[src/rtl/stopwatch_ctrl_pkg.sv]
// Shared types and constants for the stopwatch controller.
// Digit indices follow bcd_in packing {mt,mu,st,su}.
package stopwatch_ctrl_pkg;

  typedef enum logic [1:0] {
    S_IDLE  = 2'd0,
    S_RUN   = 2'd1,
    S_PAUSE = 2'd2,
    S_SET   = 2'd3
  } sw_state_t;

  localparam int DIG_SU = 0;
  localparam int DIG_ST = 1;
  localparam int DIG_MU = 2;
  localparam int DIG_MT = 3;

  localparam logic [3:0] UNIT_MAX = 4'd9;

  localparam int NBTN    = 5;
  localparam int BTN_INC = 0;
  localparam int BTN_LAP = 1;
  localparam int BTN_SS  = 2;
  localparam int BTN_MOD = 3;
  localparam int BTN_CLR = 4;

  function automatic logic [3:0] next_digit(
    input logic [3:0] cur,
    input logic [3:0] term
  );
    return (cur == term) ? 4'd0 : cur + 4'd1;
  endfunction

endpackage

[src/rtl/sw_btn_edge.sv]
// Rising-edge press detector for one debounced button level.
// A level already high when reset releases is never a press.
module sw_btn_edge (
  input  logic clk,
  input  logic rst_n,
  input  logic btn,
  output logic press
);

  logic prev_q, prev_d;
  logic armed_q, armed_d;

  always_comb begin
    prev_d  = btn;
    armed_d = 1'b1;
  end

  // armed_q stays low for the first edge so prev_q learns the held level
  always_ff @(posedge clk or negedge rst_n) begin
    if (!rst_n) begin
      prev_q  <= 1'b0;
      armed_q <= 1'b0;
    end else begin
      prev_q  <= prev_d;
      armed_q <= armed_d;
    end
  end

  assign press = armed_q & btn & ~prev_q;

endmodule

[src/rtl/stopwatch_ctrl.sv]
// Stopwatch control FSM: run/pause/set, carry cascade,
// digit set-loading, lap hold and overflow flag.
module stopwatch_ctrl
  import stopwatch_ctrl_pkg::*;
#(
  parameter int SEC_TENS_MAX = 5,
  parameter int MIN_TENS_MAX = 5
) (
  input  logic        clk,
  input  logic        rst_n,
  input  logic        tick,
  input  logic        btn_ss,
  input  logic        btn_lap,
  input  logic        btn_clr,
  input  logic        btn_mode,
  input  logic        btn_inc,
  input  logic [3:0]  tc,
  input  logic [15:0] bcd_in,
  output logic [3:0]  cnt_en,
  output logic [3:0]  load,
  output logic [3:0]  load_val,
  output logic        clear,
  output logic [15:0] disp,
  output logic [3:0]  sel,
  output logic [1:0]  state,
  output logic        ovf
);

  localparam logic [3:0] ST_MAX = 4'(SEC_TENS_MAX);
  localparam logic [3:0] MT_MAX = 4'(MIN_TENS_MAX);

  logic [NBTN-1:0] btn_lvl;
  logic [NBTN-1:0] btn_press;

  assign btn_lvl[BTN_INC] = btn_inc;
  assign btn_lvl[BTN_LAP] = btn_lap;
  assign btn_lvl[BTN_SS]  = btn_ss;
  assign btn_lvl[BTN_MOD] = btn_mode;
  assign btn_lvl[BTN_CLR] = btn_clr;

  for (genvar i = 0; i < NBTN; i++) begin : g_btn
    sw_btn_edge u_edge (
      .clk   (clk),
      .rst_n (rst_n),
      .btn   (btn_lvl[i]),
      .press (btn_press[i])
    );
  end

  logic p_clr, p_mode, p_ss, p_lap, p_inc;

  // only the highest-priority press survives
  always_comb begin
    p_clr  = 1'b0;
    p_mode = 1'b0;
    p_ss   = 1'b0;
    p_lap  = 1'b0;
    p_inc  = 1'b0;
    if (btn_press[BTN_CLR])      p_clr  = 1'b1;
    else if (btn_press[BTN_MOD]) p_mode = 1'b1;
    else if (btn_press[BTN_SS])  p_ss   = 1'b1;
    else if (btn_press[BTN_LAP]) p_lap  = 1'b1;
    else if (btn_press[BTN_INC]) p_inc  = 1'b1;
  end

  sw_state_t   state_q, state_d;
  logic [3:0]  sel_q, sel_d;
  logic [3:0]  cnt_en_q, cnt_en_d;
  logic [3:0]  load_q, load_d;
  logic [3:0]  load_val_q, load_val_d;
  logic        clear_q, clear_d;
  logic        ovf_q, ovf_d;
  logic        lap_hold_q, lap_hold_d;
  logic [15:0] lap_reg_q, lap_reg_d;

  logic [3:0] cur_dig;
  logic [3:0] term_dig;

  always_comb begin
    cur_dig  = 4'd0;
    term_dig = UNIT_MAX;
    unique case (1'b1)
      sel_q[DIG_SU]: begin
        cur_dig  = bcd_in[3:0];
        term_dig = UNIT_MAX;
      end
      sel_q[DIG_ST]: begin
        cur_dig  = bcd_in[7:4];
        term_dig = ST_MAX;
      end
      sel_q[DIG_MU]: begin
        cur_dig  = bcd_in[11:8];
        term_dig = UNIT_MAX;
      end
      sel_q[DIG_MT]: begin
        cur_dig  = bcd_in[15:12];
        term_dig = MT_MAX;
      end
      default: ;
    endcase
  end

  always_comb begin
    state_d    = state_q;
    sel_d      = sel_q;
    ovf_d      = ovf_q;
    lap_hold_d = lap_hold_q;
    lap_reg_d  = lap_reg_q;
    cnt_en_d   = 4'd0;
    load_d     = 4'd0;
    load_val_d = 4'd0;
    clear_d    = 1'b0;
    unique case (state_q)
      S_IDLE: begin
        if (p_ss) begin
          state_d = S_RUN;
        end else if (p_mode) begin
          state_d = S_SET;
          sel_d   = 4'b0001;
        end else if (p_clr) begin
          clear_d    = 1'b1;
          ovf_d      = 1'b0;
          lap_hold_d = 1'b0;
        end
      end
      S_RUN: begin
        if (tick) begin
          cnt_en_d = {&tc[2:0], &tc[1:0], tc[0], 1'b1};
          if (&tc) ovf_d = 1'b1;
        end
        if (p_ss) begin
          state_d = S_PAUSE;
        end else if (p_lap) begin
          lap_hold_d = ~lap_hold_q;
          if (!lap_hold_q) lap_reg_d = bcd_in;
        end
      end
      S_PAUSE: begin
        if (p_ss) begin
          state_d = S_RUN;
        end else if (p_clr) begin
          state_d    = S_IDLE;
          clear_d    = 1'b1;
          ovf_d      = 1'b0;
          lap_hold_d = 1'b0;
        end else if (p_mode) begin
          state_d = S_SET;
          sel_d   = 4'b0001;
        end
      end
      S_SET: begin
        if (p_mode) begin
          if (sel_q[DIG_MT]) begin
            state_d = S_PAUSE;
            sel_d   = 4'd0;
          end else begin
            sel_d = sel_q << 1;
          end
        end else if (p_inc) begin
          load_d     = sel_q;
          load_val_d = next_digit(cur_dig, term_dig);
        end else if (p_clr) begin
          state_d    = S_IDLE;
          sel_d      = 4'd0;
          clear_d    = 1'b1;
          ovf_d      = 1'b0;
          lap_hold_d = 1'b0;
        end
      end
    endcase
  end

  always_ff @(posedge clk or negedge rst_n) begin
    if (!rst_n) begin
      state_q    <= S_IDLE;
      sel_q      <= 4'd0;
      cnt_en_q   <= 4'd0;
      load_q     <= 4'd0;
      load_val_q <= 4'd0;
      clear_q    <= 1'b0;
      ovf_q      <= 1'b0;
      lap_hold_q <= 1'b0;
      lap_reg_q  <= 16'd0;
    end else begin
      state_q    <= state_d;
      sel_q      <= sel_d;
      cnt_en_q   <= cnt_en_d;
      load_q     <= load_d;
      load_val_q <= load_val_d;
      clear_q    <= clear_d;
      ovf_q      <= ovf_d;
      lap_hold_q <= lap_hold_d;
      lap_reg_q  <= lap_reg_d;
    end
  end

  assign cnt_en   = cnt_en_q;
  assign load     = load_q;
  assign load_val = load_val_q;
  assign clear    = clear_q;
  assign sel      = sel_q;
  assign state    = state_q;
  assign ovf      = ovf_q;
  assign disp     = lap_hold_q ? lap_reg_q : bcd_in;

endmodule

[config.mk]
export PLATFORM = sky130hd
export DESIGN_NAME = stopwatch_ctrl
export DESIGN_NICKNAME = d
export VERILOG_FILES = /design/src/rtl/stopwatch_ctrl_pkg.sv /design/src/rtl/sw_btn_edge.sv /design/src/rtl/stopwatch_ctrl.sv
export SDC_FILE = /design/constraint.sdc
export NUM_CORES = 1
export LEC_CHECK = 0
export ABC_AREA = 1
export BUFFER_PORTS_ARGS = -buffer_cell sky130_fd_sc_hd__buf_2
export CAP_MARGIN = 20
export CORE_ASPECT_RATIO = 0.9
export CORE_UTILIZATION = 44
export DETAILED_ROUTE_END_ITERATION = 10
export PLACE_DENSITY = 0.7
export SYNTH_ARGS = -nofsm -noshare
export SYNTH_HDL_FRONTEND = slang
export SYNTH_SLANG_ARGS = --single-unit
[constraint.sdc]
create_clock -name clk -period 3.16 [get_ports clk]
set_input_delay 0.158 -clock clk [delete_from_list [all_inputs] [get_ports clk]]
set_output_delay 0.158 -clock clk [all_outputs]
set_load 0.005 [all_outputs]
==> impl_results.md <==
* Crit-path max FO at 33
* CTS Buffer Depth at 2
* Worst Reg-to-Reg Cells at 7
* CTS buffer count at 5
* Vias in the first global route at 1637
* Clock Sinks at 43
* Dpl hpwl at 3140 um
* DR pass1 iterations at 5
* Vias at 1798
* Kind of critical path: reg -> out
* CTS tree: yes
* First-pass GRT wire length at 7310 um
* Most frequent cells in the layout: 83 x nand2_1, 63 x buf_2, 43 x dfrtp_1
* Critical-path top delay cell: inv_1
* Die outline width at 74.2 um
* DRT antenna net count at 0
* Rel. slew slack at 0.389
* Clock insertion delay at the later pin of the skew report at 0.29 ns
* Worst-Margin Slew at 0.917 ns
* CP required at 3.00 ns
* Drt total wl at 4270 um
* Failing checks: hold timing
* Routed length per placed instance at 11.0 um
* H-tree levels at 2
* Int Pwr at 1.20 mW
* Nets at 355
* Final instance area at 0.00258 sq mm
* Clock power frac at 0.242
* Die Y at 66.9 um
* Worst hold path class: in -> async
* Average size of a mapped cell at 8.05 sq um
* Pwr Density at 705 mW/mm^2
* Final hold vios at 3
* Worst path top cell family by delay: buffers and inverters
* Final Cycle Share at 0.594
* Outcome: complete, but fails checks
* Arrival @ worst endpoint at 1.72 ns
* Synth Area in XOR/XNOR at 0.00425
* Clock root cell: clkbuf_8
* Largest stage delay, worst path at 0.58 ns
* Critical Path, Cell by Cell: inv_1 -> o21ai_0 -> buf_2
* Final Slew Violations at 0
* Skew final at 0.00326 ns
* Mapped Nets at 286
* Largest family of logic cells by synthesized area: simple AND/OR/NAND/NOR gates
* DIE AREA at 0.00496 sq mm
* Vias/cell at 4.63
* All-Layer GR Usage at 0.196
* Gpl congestion at 0.771
* Register share of total power at 0.422
* DR iter-0 viols at 121
* Leakage power at 1.44 nW
* Comb pwr share at 0.336
* Mux share of post-synthesis cell area at 0
* Min Clock Period, post-route at 1.88 ns
* Layout cells sized above 1 at 0.267
* Initial antenna violation count at 0
* Max-Cap Viols at 0
* Fmax at 0.533 GHz
* Switching Power at 0.623 mW
* Post-Synth Simple-Gate Area at 0.258
* Synth warn at 0
* VDD IR max at 0.000307 V
* Antenna diodes at 0
* I/O pin count at 64
* Clk slew on worst S/H paths at 0.08 ns
* Mapped Area at 0.00206 sq mm
* Worst r2r dst: lap_reg_q[13]$_DFFE_PN0P_
* Global route overflow at 0
* Switching Share at 0.343
* DRC at 0
* Start of the worst register-to-register path: state[1]$_DFFE_PN0P_
* Register area share after synthesis at 0.522
* R2R Setup Slk at 1.51 ns
* Yosys cell types at 23
* Post-cts gate resize count at 0
* Site Rows at 23
* CORE AREA at 0.00449 sq mm
* WHS at -0.00749 ns
* Port bufs at 63
* Post-CTS Setup Bufs at 0
* TNS Setup at 0 ns
* # hold bufs at CTS at 5
* Commonest non-fill, non-tap cell in the layout: nand2_1
* Crit path buffers/inverters at 2
* Initial Util at 0.459
* #FFs+latches synth at 43
* # setup viols final at 0
* Synth Area in Adders at 0.0121
* Worst Setup Start Kind: flop
* CP Capture Type: output pin
* Area post-placement at 0.00241 sq mm
* Synth-to-Final Area Change at 25.0%
* Largest net degree at the start of global routing at 44
* RSZ-0062 raised after global routing: false
* Synth Area in Compound Gates at 0.110
* Cell count after synthesis at 256
==> Yosys cell counts <==
master	count	area (sq um)
buf_6	3	33.8
o21ai_2	10	87.6
and3_1	1	6.26
nand3_2	1	10.0
dfrtp_1	43	1080
o22ai_1	4	25.0
o21ai_1	5	25.0
conb_1	1	3.75
clkbuf_1	3	11.3
nor2_1	22	82.6
a21oi_1	1	5.00
nor3_1	2	10.0
xor2_1	1	8.76
ha_1	2	25.0
inv_1	37	139
nand2_2	1	6.26
nor2_4	1	11.3
nand4_1	6	37.5
nand3_1	9	45.0
nor2_2	2	12.5
o21ai_0	17	85.1
nand2_1	83	312
inv_2	1	3.75
==> flip-flops by register name, summed over array words and instances, names as in the netlist <==
name and flops:
clear 1, cnt_en 4, g_btn.u_edge.armed_q 1, g_btn.u_edge.prev_q 5, lap_hold_q 1, lap_reg_q 16
load 4, load_val 4, ovf 1, sel 4, state 2
==> per-layer routing <==
metal,global-route usage,vias up,routed length (um)
met5,0,-,0
met4,0.0601,0,25
met1,0.261,793,2020
met2,0.314,65,1950
li1,-,936,-
met3,0.0469,4,278
==> area by class of cell <==
| class | instances | area, sq um |
|---|---|---|
| tap | 62 | 77.6 |
| clock inverter | 2 | 35.0 |
| sequential | 43 | 1080 |
| multi-input combinational | 169 | 798 |
| clock buffer | 6 | 82.6 |
| timing repair buffer | 68 | 365 |
| inverter | 38 | 143 |
| fill | 439 | 1910 |
==> logic make-up after synthesis <==
group	after synthesis
other	1
XOR/XNOR	1
adder cells (fa/ha/maj)	2
AO/OA/AOI/OAI	37
AND/OR/NAND/NOR	128
buffers and inverters	44
flip-flops	43
==> power groups by stage <==
| stage | clock, mW | combinational [mW] | sequential (mW) |
|---|---|---|---|
| after floorplan | 0 | 0.420 | 0.764 |
| after CTS | 0.450 | 0.619 | 0.767 |
| after global placement | 0 | 0.600 | 0.773 |
| final | 0.440 | 0.610 | 0.768 |
| after global routing | 0.466 | 0.715 | 0.785 |
| after detailed placement | 0 | 0.612 | 0.777 |
==> worst max path at each step <==
stage	start	end	slack (ns)	depth (start not counted)
detailed placement	state[1]$_DFFE_PN0P_	lap_reg_q[13]$_DFFE_PN0P_	1.52	7
finish	lap_hold_q$_DFFE_PN0P_	disp[2]	1.28	3
global placement	state[1]$_DFFE_PN0P_	lap_reg_q[13]$_DFFE_PN0P_	1.54	7
global route	lap_hold_q$_DFFE_PN0P_	disp[8]	1.10	3
floorplan	g_btn[4].u_edge.armed_q$_DFF_PN0_	lap_reg_q[3]$_DFFE_PN0P_	1.94	8
CTS	lap_hold_q$_DFFE_PN0P_	disp[2]	1.24	3
==> through the flow <==
stage	setup slack (ns)	cells	utilization	total power, mW	hold slack, ns
2_1_floorplan	1.94	256	-	1.18	-0.138
3_3_place_gp	1.54	375	0.537	1.37	0.286
3_5_place_dp	1.52	375	0.537	1.39	0.286
4_1_cts	1.24	388	0.574	1.84	0.0272
5_1_grt	1.10	388	0.574	1.97	0.0812
6_report	1.28	388	0.574	1.82	-0.00749
No activity file was read; power rests on OpenSTA's default activity.
